File: config.mk
export PLATFORM = sky130hd
export DESIGN_NAME = yubex_edge_rate_meter
export DESIGN_NICKNAME = d
export VERILOG_FILES = /design/src/rtl/yubex_edge_rate_meter_pkg.sv /design/src/rtl/yubex_edge_rate_meter_hex_to_7seg.sv /design/src/rtl/yubex_edge_rate_meter.sv
export SDC_FILE = /design/constraint.sdc
export NUM_CORES = 1
export LEC_CHECK = 0
export CAP_MARGIN = 20
export CORE_ASPECT_RATIO = 1.75
export CORE_MARGIN = 2
export CORE_UTILIZATION = 40
export DETAILED_ROUTE_END_ITERATION = 8
export HOLD_SLACK_MARGIN = 0.05
export PLACE_DENSITY_LB_ADDON = 0.08
export SKIP_LAST_GASP = 1
export SLEW_MARGIN = 15
export SYNTH_ARGS = -nofsm -noshare
export SYNTH_HDL_FRONTEND = slang
export SYNTH_SLANG_ARGS = --single-unit
File: constraint.sdc
create_clock -name clk -period 2.1 [get_ports clk]
set_input_delay 0.525 -clock clk [delete_from_list [all_inputs] [get_ports clk]]
set_output_delay 0.525 -clock clk [all_outputs]
set_load 0.005 [all_outputs]
File: src/rtl/yubex_edge_rate_meter_pkg.sv
// Shared definitions for the edge-rate meter and later display blocks:
// FSM state codes, the dash pattern and the hex-digit segment table.
package yubex_edge_rate_meter_pkg;

    typedef enum logic {
        ST_ARM  = 1'b0,
        ST_SHOW = 1'b1
    } state_e;

    // Segments a..g on bits 0..6, active-high
    localparam logic [6:0] SEG_DASH = 7'h40;

    // Index n holds the pattern for hex digit n (entry 15 first)
    localparam logic [15:0][6:0] SEG_HEX = {
        7'h71, 7'h79, 7'h5E, 7'h39, 7'h7C, 7'h77, 7'h6F, 7'h7F,
        7'h07, 7'h7D, 7'h6D, 7'h66, 7'h4F, 7'h5B, 7'h06, 7'h3F
    };

    // Look up the 7-segment pattern of one hex digit
    function automatic logic [6:0] hex_seg(input logic [3:0] val);
        return SEG_HEX[val];
    endfunction

endpackage

File: src/rtl/yubex_edge_rate_meter_hex_to_7seg.sv
// Hex digit to 7-segment pattern, purely combinational.
module yubex_edge_rate_meter_hex_to_7seg
    import yubex_edge_rate_meter_pkg::*;
(
    input  logic [3:0] i_val,
    output logic [6:0] o_seg_c
);

    assign o_seg_c = hex_seg(i_val);

endmodule

File: src/rtl/yubex_edge_rate_meter.sv
// Edge-rate meter: counts the selected edge pulses over a fixed gate window
// and shows the latched count as one hex digit; dp flags a saturated count.
module yubex_edge_rate_meter
    import yubex_edge_rate_meter_pkg::*;
#(
    parameter int unsigned GATE_CYCLES = 12500,
    parameter int unsigned CNT_WIDTH   = 4
) (
    input  logic       clk,
    input  logic       rst,
    input  logic       rise_pulse,
    input  logic       fall_pulse,
    input  logic       edge_sel,
    input  logic       hold,
    output logic [6:0] seg,
    output logic       dp,
    output logic       window_tick
);

    localparam int unsigned GATE_W = (GATE_CYCLES > 2) ? $clog2(GATE_CYCLES) : 1;
    localparam logic [GATE_W-1:0]    GATE_LAST = GATE_W'(GATE_CYCLES - 1);
    localparam logic [CNT_WIDTH-1:0] CNT_MAX   = '1;

    logic [GATE_W-1:0]    r_gate_cnt;
    logic [CNT_WIDTH-1:0] r_edge_cnt;
    logic [CNT_WIDTH-1:0] r_disp_val;
    logic                 r_disp_ovf;
    state_e               r_state;
    logic                 r_edge_sel_q;
    logic                 r_sel_valid;
    logic [6:0]           r_seg;
    logic                 r_dp;

    logic                 w_sel_chg;
    logic                 w_gate_last;
    logic                 w_tick;
    logic                 w_pulse;
    logic [CNT_WIDTH-1:0] w_cnt_next;
    logic [6:0]           w_hex_seg;

    // A selection change only counts once the registered copy holds a real sample
    assign w_sel_chg   = r_sel_valid & (edge_sel != r_edge_sel_q);
    assign w_gate_last = (r_gate_cnt == GATE_LAST);
    assign w_tick      = w_gate_last & ~w_sel_chg;
    assign window_tick = w_tick;

    // Selected pulse for this cycle; the unselected one is ignored
    assign w_pulse    = edge_sel ? fall_pulse : rise_pulse;
    assign w_cnt_next = (w_pulse && (r_edge_cnt != CNT_MAX)) ? r_edge_cnt + CNT_WIDTH'(1)
                                                             : r_edge_cnt;

    // Registered copy of edge_sel, first sampled on the clock after reset
    always_ff @(posedge clk or posedge rst) begin
        if (rst) begin
            r_edge_sel_q <= 1'b0;
            r_sel_valid  <= 1'b0;
        end else begin
            r_edge_sel_q <= edge_sel;
            r_sel_valid  <= 1'b1;
        end
    end

    // Gate counter and saturating edge counter; both restart on a selection change
    always_ff @(posedge clk or posedge rst) begin
        if (rst) begin
            r_gate_cnt <= '0;
            r_edge_cnt <= '0;
        end else if (w_sel_chg) begin
            r_gate_cnt <= '0;
            r_edge_cnt <= '0;
        end else if (w_gate_last) begin
            r_gate_cnt <= '0;
            r_edge_cnt <= '0;
        end else begin
            r_gate_cnt <= r_gate_cnt + GATE_W'(1);
            r_edge_cnt <= w_cnt_next;
        end
    end

    // ARM/SHOW state and display latch; hold freezes the latch but not counting
    always_ff @(posedge clk or posedge rst) begin
        if (rst) begin
            r_state    <= ST_ARM;
            r_disp_val <= '0;
            r_disp_ovf <= 1'b0;
        end else if (w_sel_chg) begin
            r_state <= ST_ARM;
        end else if (w_tick && !hold) begin
            r_state    <= ST_SHOW;
            r_disp_val <= w_cnt_next;
            r_disp_ovf <= (w_cnt_next == CNT_MAX);
        end
    end

    yubex_edge_rate_meter_hex_to_7seg u_hex (
        .i_val   (4'(r_disp_val)),
        .o_seg_c (w_hex_seg)
    );

    // Output registers: digit in SHOW, dash while no valid result exists
    always_ff @(posedge clk or posedge rst) begin
        if (rst) begin
            r_seg <= SEG_DASH;
            r_dp  <= 1'b0;
        end else begin
            r_seg <= (r_state == ST_SHOW) ? w_hex_seg : SEG_DASH;
            r_dp  <= r_disp_ovf & (r_state == ST_SHOW);
        end
    end

    assign seg = r_seg;
    assign dp  = r_dp;

endmodule

Word-level counts from Yosys, hierarchy flattened --
Memories as Yosys holds them, arrays and structs flattened. Index checks and enable logic that the tools add are counted.
Word-level totals: input port bits 6, memory bits (read-only) 112, memories kept 1, bits in registers 34
Operators by class: add/sub/neg operators 2, equal/unequal tests 4, muxes and demuxes 10, magnitude comparators 1, reduce and logical (&&, ||, !) cells 5, bitwise gates (word level) 4
Memories:
- (name not given) | words 16, width 7, rd ports 1, clocked after Yosys merged registers in 0, write ports 0, RTL line yubex_edge_rate_meter_pkg.sv:21 | return SEG_HEX[val];
Operators with widths (count):
- $mux 14 | 2
- $add 14x1->14 const B | 1
- $eq 14x14->1 const B | 1
- $mux 7 | 2
- $mux 4 | 3
- $lt 4x5->1 const B | 1
- $add 4x1->4 const B | 1
- $eq 4x4->1 const B | 1
- $ne 4x4->1 const B | 1
- $and 1x1->1 | 3
- $mux 1 | 3
- $logic_and 1x1->1 | 2
- $reduce_and 2->1 | 1
- $reduce_bool 2->1 | 1
- $logic_not 1->1 | 1
- $ne 1x1->1 | 1
- $not 1->1 | 1

Logic depth before layout (Yosys ltp) --
Gate-level depths: netlist of run 1.
depth in word-level cells 7, gate-level depth with buffers 7, depth with buffers taken out 5

Modules after synthesis --
Synthesis of run 1 repeated with hierarchy kept, for this count alone.
Second synthesis, totals: cells, all modules 173, area total of the unflattened synthesis 1824.2 um^2
Modules (own cells, without submodules):
- yubex_edge_rate_meter | instances 1, cells each 140, area each 1541.5 um^2
- yubex_edge_rate_meter_hex_to_7seg | instances 1, cells each 33, area each 282.8 um^2

Worst setup path after synthesis of run 1 --
OpenSTA, ideal clock, no wires.
path type reg-to-reg, start register r_gate_cnt[3], end register r_disp_val[1], setup time 0.125 ns, slack -0.161 ns, period minus slack after synthesis 2.261 ns, arrival 2.137 ns, stages on the path, launching flop included 6, path through dfrtp_1 > or4b_1 > or4_1 > buf_2 > nor3_4 > mux2_2
On the way: cells in the longest elaborated chain, start to end 4
RTL lines:
- start: declaration | RTL line yubex_edge_rate_meter.sv:24 | logic [GATE_W-1:0] r_gate_cnt;
- start signal: assignment | RTL line yubex_edge_rate_meter.sv:75 | r_gate_cnt <= r_gate_cnt + GATE_W'(1);
- $eq 14x14->1 | RTL line yubex_edge_rate_meter.sv:43 | assign w_gate_last = (r_gate_cnt == GATE_LAST);
- $and 1x1->1 | RTL line yubex_edge_rate_meter.sv:44 | assign w_tick = w_gate_last & ~w_sel_chg;
- $logic_and 1x1->1 | RTL line yubex_edge_rate_meter.sv:88 | end else if (w_tick && !hold) begin
- $reduce_and 2->1 (no line)
- end signal: assignment | RTL line yubex_edge_rate_meter.sv:90 | r_disp_val <= w_cnt_next;
- end: declaration | RTL line yubex_edge_rate_meter.sv:26 | logic [CNT_WIDTH-1:0] r_disp_val;
No other way between the ends. A chain may end at the register's enable or synchronous reset.

Worst setup path in the final report of run 1 --
start register r_gate_cnt[5], end output port window_tick
On the way: cells in the longest elaborated chain, start to end 2
RTL lines:
- $eq 14x14->1 | RTL line yubex_edge_rate_meter.sv:43
- $and 1x1->1 | RTL line yubex_edge_rate_meter.sv:44
- end: declaration | RTL line yubex_edge_rate_meter.sv:17 | output logic window_tick
No other way between the ends.

==> results of run 1 <==
-- area by class of cell --
type                       instances  area share
sequential                        34       0.374
inverter                           6     0.00988
timing repair buffer              42       0.160
multi-input combinational        124       0.381
clock buffer                       8      0.0483
tap                               49      0.0269
-- per-stage QoR --
step                      hold slack (ps)  area, µm²  worst slack [ps]  instances   util
after CTS                             507       2260              -377        263  0.545
after global routing                  529       2280              -416        263  0.549
after detailed placement              490       2100              -516        253  0.506
final                                 498       2280              -361        263  0.549
after floorplan                       458       1720              -161        169      -
after global placement                480       2100              -537        253  0.506
-- cell usage in the layout, fill, tap and decap left out, types with 2 or more instances in the layout --
master and instances:
sky130_fd_sc_hd__nor3_1 4, sky130_fd_sc_hd__buf_4 23, sky130_fd_sc_hd__o31ai_1 3, sky130_fd_sc_hd__xnor2_1 7
sky130_fd_sc_hd__and3_1 3, sky130_fd_sc_hd__nand2b_1 3, sky130_fd_sc_hd__nand2_1 14, sky130_fd_sc_hd__dfrtp_1 33
sky130_fd_sc_hd__o21ai_0 4, sky130_fd_sc_hd__inv_1 6, sky130_fd_sc_hd__nor4_1 2, sky130_fd_sc_hd__nand3_1 7
sky130_fd_sc_hd__clkbuf_8 8, sky130_fd_sc_hd__and2_1 3, sky130_fd_sc_hd__mux2_2 2, sky130_fd_sc_hd__nor2b_1 2
sky130_fd_sc_hd__a21oi_1 4, sky130_fd_sc_hd__nand4_1 3, sky130_fd_sc_hd__nor2_1 22, sky130_fd_sc_hd__clkdlybuf4s50_1 13
sky130_fd_sc_hd__xor2_1 7, sky130_fd_sc_hd__ha_1 9, sky130_fd_sc_hd__o311a_1 2, sky130_fd_sc_hd__mux2i_1 4
sky130_fd_sc_hd__or4b_1 2, sky130_fd_sc_hd__buf_6 5, sky130_fd_sc_hd__nand3b_1 2
-- sequential cells by signal, summed over array words and instances (netlist names) --
signal and flops:
r_state 1, r_sel_valid 1, r_edge_cnt 4, r_disp_ovf 1
seg 7, dp 1, r_disp_val 4, r_gate_cnt 14
r_edge_sel_q 1
-- worst max-delay path, cell delays in order (launching register included) --
cell	delay [ps]
sky130_fd_sc_hd__dfrtp_1	370
sky130_fd_sc_hd__or4b_1	520
sky130_fd_sc_hd__or4_4	550
sky130_fd_sc_hd__nor2_4	100
sky130_fd_sc_hd__buf_2	110
-- worst max path at each step --
| stage | startpoint | depth (start not counted) | end | slack [ps] |
|---|---|---|---|---|
| after floorplan | r_gate_cnt[3] | 5 | r_disp_val[1] | -160 |
| after global placement | r_gate_cnt[5] | 4 | window_tick | -540 |
| after detailed placement | r_gate_cnt[5] | 4 | window_tick | -520 |
| after CTS | r_gate_cnt[11] | 4 | window_tick | -380 |
| after global routing | r_gate_cnt[5] | 4 | window_tick | -420 |
| final | r_gate_cnt[5] | 4 | window_tick | -360 |
-- timing repair --
item | CTS | global route
setup endpoints to repair | 9 | 24
setup buffers | 2 | 0
gates cloned | 0 | 0
hold endpoints to repair | 0 | 0
resized for setup | 15 | 3
pin swaps | 5 | 3
-- where the power goes --
group          switching [mW]  total (mW)  internal [mW]  leakage (nW)
combinational           0.190       0.371          0.181         0.548
clock                   0.229       0.560          0.331        0.0575
sequential             0.0497       0.768          0.718         0.452
total                   0.469        1.70           1.23          1.06
-- layer usage --
metal,vias to the layer above,part of all wire,track usage
met1,652,0.38,0.183
li1,668,-,-
met5,-,0,0
met4,0,0.018,0.0748
met2,18,0.57,0.318
met3,7,0.024,0.0397
-- logic make-up after synthesis --
kind of cell | after synthesis | synth area share
AO/OA/AOI/OAI | 18 | 0.0719
buffers and inverters | 11 | 0.0254
XOR/XNOR | 14 | 0.0712
flip-flops | 34 | 0.495
multiplexers | 7 | 0.0428
adder cells (fa/ha/maj) | 9 | 0.0654
other | 1 | 0.00218
AND/OR/NAND/NOR | 75 | 0.227
==> results, run 1 <==
- Clock latency on the worst-skew pair, taken at its later pin, is 280 ps.
- Summing every instance area after synthesis gives 1720 µm².
- The floorplan step set the die height to 90.8 µm.
- The synthesized design contains 0 enable-type register cells.
- The hold buffer count at cts is 0.
- The yosys synthesis warning count is 0.
- Entering global routing, the biggest net connects 35 pins.
- The start of the worst register-to-register path is r_gate_cnt[5].
- The hold violation count in the final report came to 0.
- The post-layout minimum cycle time is 2460 ps.
- The standby leakage power is 1.06 nW.
- The share of the synthesized area in the top cell type is 0.479.
- The proportion of layout cells with a drive suffix above 1 is 0.220.
- TritonCTS created 5 clock buffers.
- The sequential cell area in the final layout is 852 µm².
- The level count of the clock H-tree is 2.
- By startpoint and endpoint, the worst setup path is classified as reg -> out.
- The completed layout was analyzed and its total power is 1.70 mW.
- The row count is 31.
- After floorplanning, the core was sized to cover 4150 µm².
- The largest fanout on the critical path is 2.
- Setup repair after global routing could not meet its margin everywhere.
- The library cell occupying the most area in the post-synthesis netlist is sky130_fd_sc_hd__dfrtp_1.
- The chip width is 53.6 µm.
- In this run the clock root is driven by a sky130_fd_sc_hd__clkbuf_8.
- The initial standard-cell utilization of the core is 0.415.
- The critical path required time is 1570 ps.
- The number of max-slew violations in the final report is 0.
- The ratio of routed vias to standard cells is 5.11.
- Of all flip-flops after synthesis, the portion carrying an async set or reset was 1.00.
- The via count of the routed design is 1345.
- The area growth from synthesis to layout is 32.2%.
- The final reports fail on negative setup slack.
- The maximum number of buffers from clock root to sink is 2.
- After routing, the total negative slack on setup checks comes to -1510 ps.
- The endpoint identified for the worst register-to-register timing path is r_disp_ovf.
- The flow ran to the end, but the final reports show violations.
- After clock tree synthesis, the clock-pin slew on the worst setup and hold paths is 70 ps.
- In the final routed layout, each cell accounts on average for 13.8 µm.
- The number of instances in the synthesized netlist is 169.
- The first global-routing pass estimated 6270 µm of wire.
- The remaining antenna violation count after routing is 0.
- The worst hold path belongs to the class reg -> reg.
- The clock arrives with 6.22 ps of skew.
- The detailed router finished its first iteration with 24 violations.
- The number of cells on the worst hold path is 1.
- The startpoint identified for the worst hold timing path is r_disp_ovf.
- The dominant register cell in the synthesized netlist is sky130_fd_sc_hd__dfrtp_1.
- Setup violations remaining at the end of the flow were counted as 7.
- The number of global-route vias before repair is 1399.
- A synthesized cell averages 10.2 µm².
- The nature of the critical path endpoint is an output port.
- For this run the aggregate overflow at the end of global routing stands at 0.
- The overall fraction of global-route tracks in use is 0.176.
- The layout has 363 filler cells.
- The maximum VDD drop is 0.638 mV.
- The power per cell area is 746 nW/µm².
- The worst setup path is launched from a flip-flop.
- The half-perimeter wire length after detailed placement is 2720 µm.
- In the finished design, the share of the clock period the worst path needs comes to 1.17.
- The highest attainable clock frequency is 406 MHz.
- The diode insertion count for antenna repair is 0.
- The arrival time at the worst endpoint is 1940 ps.
- The weighted congestion reported at the end of routability-driven placement is 0.759.
- Yosys attributes the largest share of cell area to sky130_fd_sc_hd__dfrtp_1 (48%), sky130_fd_sc_hd__ha_1 (6.5%), sky130_fd_sc_hd__nor2_1 (5.0%), sky130_fd_sc_hd__xnor2_1 (3.6%), sky130_fd_sc_hd__xor2_1 (3.6%).
- The number of antenna violations at the first check in global routing is 0.
- The combined area of the multi-input logic cells is 868 µm².
- The number of cell instances on the worst register-to-register path is 6.
- The register bit total from synthesis is 34.
- The clock drives 34 sinks.
- TritonCTS built the clock tree.
- The path with the worst hold slack has its endpoint at dp.
- The most repeated cell in the gate-level netlist after synthesis is sky130_fd_sc_hd__dfrtp_1.
- The number of I/O port buffers is 14.
- The share of the Yosys chip area taken by registers is 0.495.
- In the synthesized netlist, the cells that appear most often are sky130_fd_sc_hd__dfrtp_1 (33), sky130_fd_sc_hd__nor2_1 (23), sky130_fd_sc_hd__nand2_1 (15), sky130_fd_sc_hd__ha_1 (9).
- When the netlist entered floorplanning its net count stood at 184.
- The area enclosed by the die boundary is 4870 µm².
- The iteration count of the initial detailed-routing pass is 4.
- During I/O placement, the number of pins put on the boundary was 15.
- In this run, distinct cell masters in the synthesized netlist total 37.
- Max-cap violations in this run came to 0.
- The routed design has 3640 µm of wire.
- The worst-case register-to-register setup slack is -290 ps.
- After layout, the worst setup slack is -361 ps.
- The final-stage net count is 228.
- For this run, design rule violations remaining after detail routing come to 0.
Power figures use the tool's default switching activity.
==> inputs of run 2 (changes only) <==
Settings changed: CORE_MARGIN 2 to 4.
==> results, run 2 (same netlist as run 1, synthesis figures left out) <==
- The floorplan core area is 4150 µm² (unchanged).
- The remaining antenna violation count after routing is 0 (unchanged).
- Setup repair after global routing could not meet its margin everywhere.
- The top-level I/O count is 15 (unchanged).
- The pin count of the biggest net entering global routing was 35 (unchanged).
- The start-to-end type of the worst setup path is reg -> out.
- The clock skew is 7.75 ps (+1.54 ps).
- The largest register by flop count is r_gate_cnt.
- The global-route met2 utilization is 0.301 (-0.0170).
- The hold buffer count at cts came to 0 (unchanged).
- The initial standard-cell utilization of the core came to 0.415 (unchanged).
- The proportion of layout cells with a drive suffix above 1 was 0.240 (+0.0200).
- The maximum number of buffers from clock root to sink was 2 (unchanged).
- The hold path startpoint is r_disp_ovf.
- The start of the worst register-to-register path is r_gate_cnt[5].
- The flow ran to the end, but the final reports show violations.
- The row count came to 31 (unchanged).
- The diode insertion count for antenna repair came to 0 (unchanged).
- The number of cell instances on the worst register-to-register path was 6 (unchanged).
- The hold violation count in the final report is 0 (unchanged).
- The chip width is 57.6 µm (+7.5%).
- The number of I/O port buffers is 14 (unchanged).
- The ratio of routed vias to standard cells is 5.24 (+2.5%).
- The half-perimeter wire length after detailed placement is 2880 µm (+5.8%).
- STA classifies the critical path startpoint as a flip-flop.
- The overall fraction of global-route tracks in use was 0.158 (-0.0182).
- The worst hold path class is reg -> reg.
- The iteration-0 DRC count of the detailed router came to 26 (+8.3%).
- The wire length of the first global-routing pass is 6600 µm (+5.3%).
- The placed cell area came to 2100 µm² (unchanged).
- The pre-CTS setup slack was -530 ps (-14.1 ps).
- The global-route track usage on met1 is 0.153 (-0.0304).
- The number of flip-flops in the largest register is 14 (unchanged).
- The worst-case register-to-register setup slack was -300 ps (about the same).
- The capture endpoint of the worst hold path is dp.
- The number of max-slew violations in the final report is 0 (unchanged).
- The standby leakage power is 1.08 nW (+2.1%).
- The maximum VDD drop is 0.402 mV (-37%).
- From synthesis to final layout, the design area changed by 33.9%.
- The power per cell area came to 752 nW/µm² (+0.89%).
- The die height is 94.8 µm (+4.4%).
- The via count of the routed design came to 1395 (+3.7%).
- The arrival time at the worst endpoint is 1960 ps (+20 ps).
- The largest fanout on the critical path is 2 (unchanged).
- In the layout the commonest cells are sky130_fd_sc_hd__dfrtp_1 (33), sky130_fd_sc_hd__buf_4 (26), sky130_fd_sc_hd__nor2_1 (22).
- The number of max-cap violations is 0 (unchanged).
- The clock tree from TritonCTS is built.
- The cell sitting at the root of the clock tree is a sky130_fd_sc_hd__clkbuf_8.
- The cell area after layout is 2310 µm² (+1.3%).
- The clock network latency to the later pin of the worst-skew pair is 280 ps (about the same).
- The iteration count of the initial detailed-routing pass is 4 (unchanged).
- The wire length per cell is 14.6 µm (+5.3%).
- The most used routing layer in global routing is met2.
- The most frequent standard cell in the layout excluding fill and tap cells is sky130_fd_sc_hd__dfrtp_1.
- The global routing met3 resource utilization is 0.0342 (-0.00554).
- The number of sinks handled by clock tree synthesis is 34 (unchanged).
- The number of global-route vias before repair came to 1496 (+6.9%).
- The total power is 1.74 mW (+2.2%).
- The final-stage net count is 231 (+1.3%).
- The portion of the clock cycle consumed by the worst path in the final layout is 1.18 (+0.0106).
- The area enclosed by the die boundary was 5460 µm² (+12%).
- The final worst hold slack was 518 ps (+19.4 ps).
- The CTS clock-pin slew for the worst setup and hold paths is 70 ps (about the same).
- The highest attainable clock frequency is 403 MHz (-0.90%).
- The leftover overflow at the end of global routing came to 0 (unchanged).
- The critical path required time is 1570 ps (about the same).
- The number of cells on the worst hold path is 1 (unchanged).
- The number of instances in the placed design came to 253 (unchanged).
- The nature of the critical path endpoint is an output port.
- The worst setup margin came to -383 ps (-22.3 ps).
- The level count of the clock H-tree is 2 (unchanged).
- The total setup violations reported at the end of the flow was 11 (+4).
- The total CTS buffers is 5 (unchanged).
- The weighted congestion reported at the end of routability-driven placement is 0.869 (+15%).
- The DRC violations left was 0 (unchanged).
- The post-layout minimum cycle time came to 2480 ps (+22.3 ps).
- The final cell count without fillers is 266 (+1.1%).
- The worst register-to-register path ends at r_disp_ovf.
- The post-detailed-routing wire length is 3880 µm (+6.5%).
- The number of antenna violations at the first check in global routing is 0 (unchanged).
- The checks that failed: negative setup slack.
[run 2: cell types whose count changed in the layout (fill, tap and decap cells not counted), sizes merged]
cell,previous run,this run
buf,29,32
clkbuf,8,5
clkinv,0,2
bufinv,0,1
[run 2: layout make-up]
cell class	count	area, µm²
Fill cell	386	1840
Multi-Input combinational cell	124	876
Sequential cell	34	852
Timing Repair Buffer	45	387
Clock buffer	5	68.8
Tap cell	49	61.3
Clock inverter	3	40.0
Inverter	6	22.5
[run 2: through the flow]
step / TNS (ps) / utilization
after detailed placement: -1460 / 0.506
after global routing: -3090 / 0.556
after CTS: -1760 / 0.545
final: -1710 / 0.556
after floorplan: -351 / -
after global placement: -1320 / 0.506
[run 2: metal layers]
layer | wire (µm) | part of all wire
met5 | 0 | 0
met4 | 71 | 0.018
met3 | 80 | 0.021
met2 | 2310 | 0.59
met1 | 1420 | 0.37
[run 2: where the power goes]
part	switching (mW)	internal [mW]
logic	0.191	0.194
clock network	0.232	0.349
registers	0.0519	0.718
total	0.475	1.26
[run 2: worst max-delay path: stages (launching register included)]
cell and delay [ps]:
sky130_fd_sc_hd__dfrtp_1 380, sky130_fd_sc_hd__or4b_4 530, sky130_fd_sc_hd__or4_4 550, sky130_fd_sc_hd__nor2_4 100, sky130_fd_sc_hd__buf_2 120
[run 2: how the worst max path moves through the flow]
stage / depth (start not counted) / slack, ps / startpoint / to
floorplan: 5 / -160 / r_gate_cnt[3] / r_disp_val[1]
global placement: 4 / -540 / r_gate_cnt[5] / window_tick
detailed placement: 4 / -530 / r_gate_cnt[5] / window_tick
CTS: 4 / -390 / r_gate_cnt[11] / window_tick
global route: 4 / -450 / r_gate_cnt[5] / window_tick
finish: 4 / -380 / r_gate_cnt[5] / window_tick
[run 2: repair_timing]
action                     CTS  global route
buffers inserted             3             3
resized for setup           14             7
setup endpoints to repair   13            24
pin swaps                    5             3
==> inputs of run 3 (changes only) <==
Settings changed: CTS_CLUSTER_DIAMETER set to 100, SYNTH_HIERARCHICAL set to 1.
==> results, run 3 <==
- The number of instances in the synthesized netlist is 173 (+2.4%).
- The die height is 97.3 µm (+2.7%).
- The final-stage net count came to 224 (-3.0%).
- The nature of the critical path endpoint is an output port.
- The row count is 32 (+3.2%).
- The initial standard-cell utilization of the core is 0.414 (-0.000929).
- The floorplan core area is 4400 µm² (+6.1%).
- The total setup violations reported at the end of the flow is 0 (-11).
- The portion of the clock cycle consumed by the worst path in the final layout was 0.934 (-0.249).
- The remaining antenna violation count after routing was 0 (unchanged).
- The average cell area after synthesis was 10.5 µm² (+3.4%).
- The post-detailed-routing wire length is 3730 µm (-3.7%).
- The count of cell types in the netlist is 37 (unchanged).
- The synthesized-area fraction occupied by adder cells is 0.0686 (+0.00323).
- The hold violation count in the final report is 0 (unchanged).
- The area enclosed by the die boundary is 5750 µm² (+5.2%).
- The diode insertion count for antenna repair is 0 (unchanged).
- The half-perimeter wire length after detailed placement came to 2790 µm (-3.1%).
- The number of instances in the placed design was 251 (-0.79%).
- The leftover overflow at the end of global routing came to 0 (unchanged).
- The share of the synthesized netlist area taken by xor and xnor gates is 0.0720 (+0.000847).
- The number of cell instances on the worst register-to-register path was 6 (unchanged).
- The final cell count without fillers is 260 (-2.3%).
- The number of global-route vias before repair is 1407 (-5.9%).
- The iteration-0 DRC count of the detailed router is 28 (+7.7%).
- The clock network latency to the later pin of the worst-skew pair came to 290 ps (about the same).
- The wire length of the first global-routing pass is 6370 µm (-3.6%).
- The clock skew is 7.16 ps (-0.596 ps).
- The largest fanout on the critical path is 2 (unchanged).
- The standby leakage power was 1.04 nW (-3.5%).
- The CTS clock-pin slew for the worst setup and hold paths is 70 ps (about the same).
- The met2 wirelength from detailed routing is 2140 µm (-7.1%).
- The number of I/O port buffers is 14 (unchanged).
- The start point of the critical path is r_gate_cnt[0].
- The kind of start point of the critical path is a flip-flop.
- The pin count of the biggest net entering global routing is 35 (unchanged).
- The arrival time at the worst endpoint is 1440 ps (-520 ps).
- The chip width came to 59.1 µm (+2.5%).
- The number of nets produced by synthesis is 189 (+2.7%).
- The portion of the post-synthesis area used by sequential elements is 0.467 (-0.0275).
- The proportion of layout cells with a drive suffix above 1 is 0.206 (-0.0339).
- The number of synthesized flops with an enable pin is 0 (unchanged).
- The yosys synthesis warning count is 6 (+6).
- The total power came to 1.86 mW (+7.0%).
- The most repeated cell in the gate-level netlist after synthesis is sky130_fd_sc_hd__dfrtp_1.
- The most critical setup path has its endpoint at window_tick.
- The share of the synthesized area in compound gates (AO/OA/AOI/OAI) is 0.0556 (-0.0163).
- The post-synthesis simple-gate area fraction is 0.230 (+0.00387).
- The number of max-slew violations in the final report is 0 (unchanged).
- The number of antenna violations at the first check in global routing is 0 (unchanged).
- The top-level I/O count was 15 (unchanged).
- The capturing point of the worst reg2reg path is r_disp_ovf.
- The start-to-end type of the worst setup path is reg -> out.
- The wire length per cell is 14.4 µm (-1.5%).
- The critical path required time is 1570 ps (about the same).
- The DRC violations left is 0 (unchanged).
- The area growth from synthesis to layout is 25.1%.
- The weighted congestion reported at the end of routability-driven placement came to 0.777 (-11%).
- The met3 layer wire length in the routed design is 146 µm (+83%).
- The highest attainable clock frequency came to 510 MHz (+27%).
- The via count of the routed design came to 1359 (-2.6%).
- TritonCTS built the clock tree.
- The most frequent standard cell in the layout excluding fill and tap cells is sky130_fd_sc_hd__dfrtp_1.
- The register with the most flip-flops in the final layout is r_gate_cnt.
- The number of sinks handled by clock tree synthesis was 34 (unchanged).
- The worst hold path class is reg -> reg.
- Signal routing reaches up to met4.
- The level count of the clock H-tree is 2 (unchanged).
- In the layout the commonest cells are sky130_fd_sc_hd__dfrtp_1 (33), sky130_fd_sc_hd__nor2_1 (24), sky130_fd_sc_hd__buf_4 (18).
- The routed metal-1 wire length came to 1360 µm (-4.1%).
- Setup repair after global routing left no endpoint under its margin.
- The maximum number of buffers from clock root to sink is 2 (unchanged).
- The CTS root buffer is sky130_fd_sc_hd__clkbuf_8.
- The share of async-settable or async-resettable flops after synthesis is 1.00 (unchanged).
- The worst-case register-to-register setup slack is 330 ps (+630 ps).
- The register bit total from synthesis came to 34 (unchanged).
- The share of the synthesized area in the top cell type is 0.453 (-0.0266).
- The summed instance area of the synthesized netlist was 1820 µm² (+5.9%).
- The total CTS buffers is 5 (unchanged).
- The power per cell area came to 814 nW/µm² (+8.1%).
- The overall fraction of global-route tracks in use came to 0.147 (-0.0110).
- Yosys attributes the largest share of cell area to sky130_fd_sc_hd__dfrtp_1 (45%), sky130_fd_sc_hd__ha_1 (6.9%), sky130_fd_sc_hd__xnor2_1 (5.3%), sky130_fd_sc_hd__nor2_1 (4.9%), sky130_fd_sc_hd__mux2_2 (3.7%).
- The number of inserted filler cells in the final layout is 423 (+9.6%).
- The iteration count of the initial detailed-routing pass is 4 (unchanged).
- The start of the worst register-to-register path is r_gate_cnt[0].
- Counting instances in the post-synthesis netlist gives the leading cell types as sky130_fd_sc_hd__dfrtp_1 (33), sky130_fd_sc_hd__nor2_1 (24), sky130_fd_sc_hd__nand2_1 (11), sky130_fd_sc_hd__xnor2_1 (11), sky130_fd_sc_hd__ha_1 (10).
- The ratio of routed vias to standard cells is 5.23 (-0.33%).
- Among all flip-flop cells after synthesis, the most frequent one is sky130_fd_sc_hd__dfrtp_1.
- After synthesis, the largest family of logic cells by area is simple AND/OR/NAND/NOR gates.
- The flow ran to the end, and the final reports show no timing, DRC or antenna violations.
- The synthesized design spends more area on one cell type than any other, namely sky130_fd_sc_hd__dfrtp_1.
- The post-layout minimum cycle time is 1960 ps (-522 ps).
- The number of max-cap violations was 0 (unchanged).
- The post-synthesis mux area share came to 0.0713 (+0.0285).
- The maximum VDD drop is 0.558 mV (+39%).
- The number of flip-flops in the largest register is 14 (unchanged).
run 3: kinds of logic (layout without fill, tap and decap cells):
logic type	after synthesis	after routing
simple gates	75	75
flops	34	34
compound gates	15	15
xor+xnor	15	15
buf+inv	12	48
mux	11	11
fa+ha+maj	10	10
other cells	1	1
run 3: worst min path at each step:
stage	cells past startpoint	start	slack, ps	endpoint
detailed placement	1	r_disp_ovf	500	dp
global placement	1	r_disp_ovf	480	dp
finish	1	r_disp_ovf	510	dp
CTS	1	r_disp_ovf	520	dp
floorplan	2	r_disp_ovf	460	r_disp_ovf
global route	1	r_disp_ovf	520	dp
run 3: worst max-delay path: stages (launching register included):
cell and delay (ps):
sky130_fd_sc_hd__dfrtp_1 370, sky130_fd_sc_hd__ha_2 180, sky130_fd_sc_hd__and4bb_2 260, sky130_fd_sc_hd__nand4b_4 100, sky130_fd_sc_hd__nor2_1 100, sky130_fd_sc_hd__clkbuf_2 120
run 3: timing repair:
| action | 4_1_cts | 5_1_grt |
|---|---|---|
| hold buffers | 0 | 0 |
| pin swaps | 2 | 1 |
| gates resized for setup | 4 | 2 |
| setup endpoints to repair | 1 | 1 |
| setup buffers | 0 | 1 |
run 3: report_power, final:
| group | internal [mW] | total [mW] | switching, mW | leakage, nW |
|---|---|---|---|---|
| clock | 0.506 | 0.752 | 0.246 | 0.0714 |
| sequential | 0.715 | 0.766 | 0.0510 | 0.459 |
| combinational | 0.162 | 0.339 | 0.177 | 0.512 |
| total | 1.38 | 1.86 | 0.473 | 1.04 |
run 3: cell type report:
class,count,area [µm²],share of cell area
Clock inverter,2,60.1,0.0263
Timing Repair Buffer,32,269,0.118
Tap cell,51,63.8,0.0280
Multi-Input combinational cell,127,922,0.404
Sequential cell,34,852,0.373
Inverter,8,32.5,0.0143
Clock buffer,6,82.6,0.0362
run 3: per-layer routing:
| layer | global-route usage | up-vias |
|---|---|---|
| met1 | 0.150 | 676 |
| met4 | 0.0628 | 0 |
| li1 | - | 656 |
| met2 | 0.265 | 21 |
| met5 | 0 | - |
| met3 | 0.0426 | 6 |
run 3: per-stage QoR:
| stage | setup TNS, ps | worst slack [ps] | hold slack (ps) | utilization | cell area (µm²) |
|---|---|---|---|---|---|
| 2_1_floorplan | 0 | 440 | 458 | - | 1820 |
| 3_3_place_gp | -742 | -381 | 478 | 0.483 | 2130 |
| 3_5_place_dp | -770 | -350 | 500 | 0.483 | 2130 |
| 4_1_cts | 0 | 13.2 | 516 | 0.517 | 2280 |
| 5_1_grt | 0 | 71.5 | 523 | 0.518 | 2280 |
| 6_report | 0 | 140 | 514 | 0.518 | 2280 |
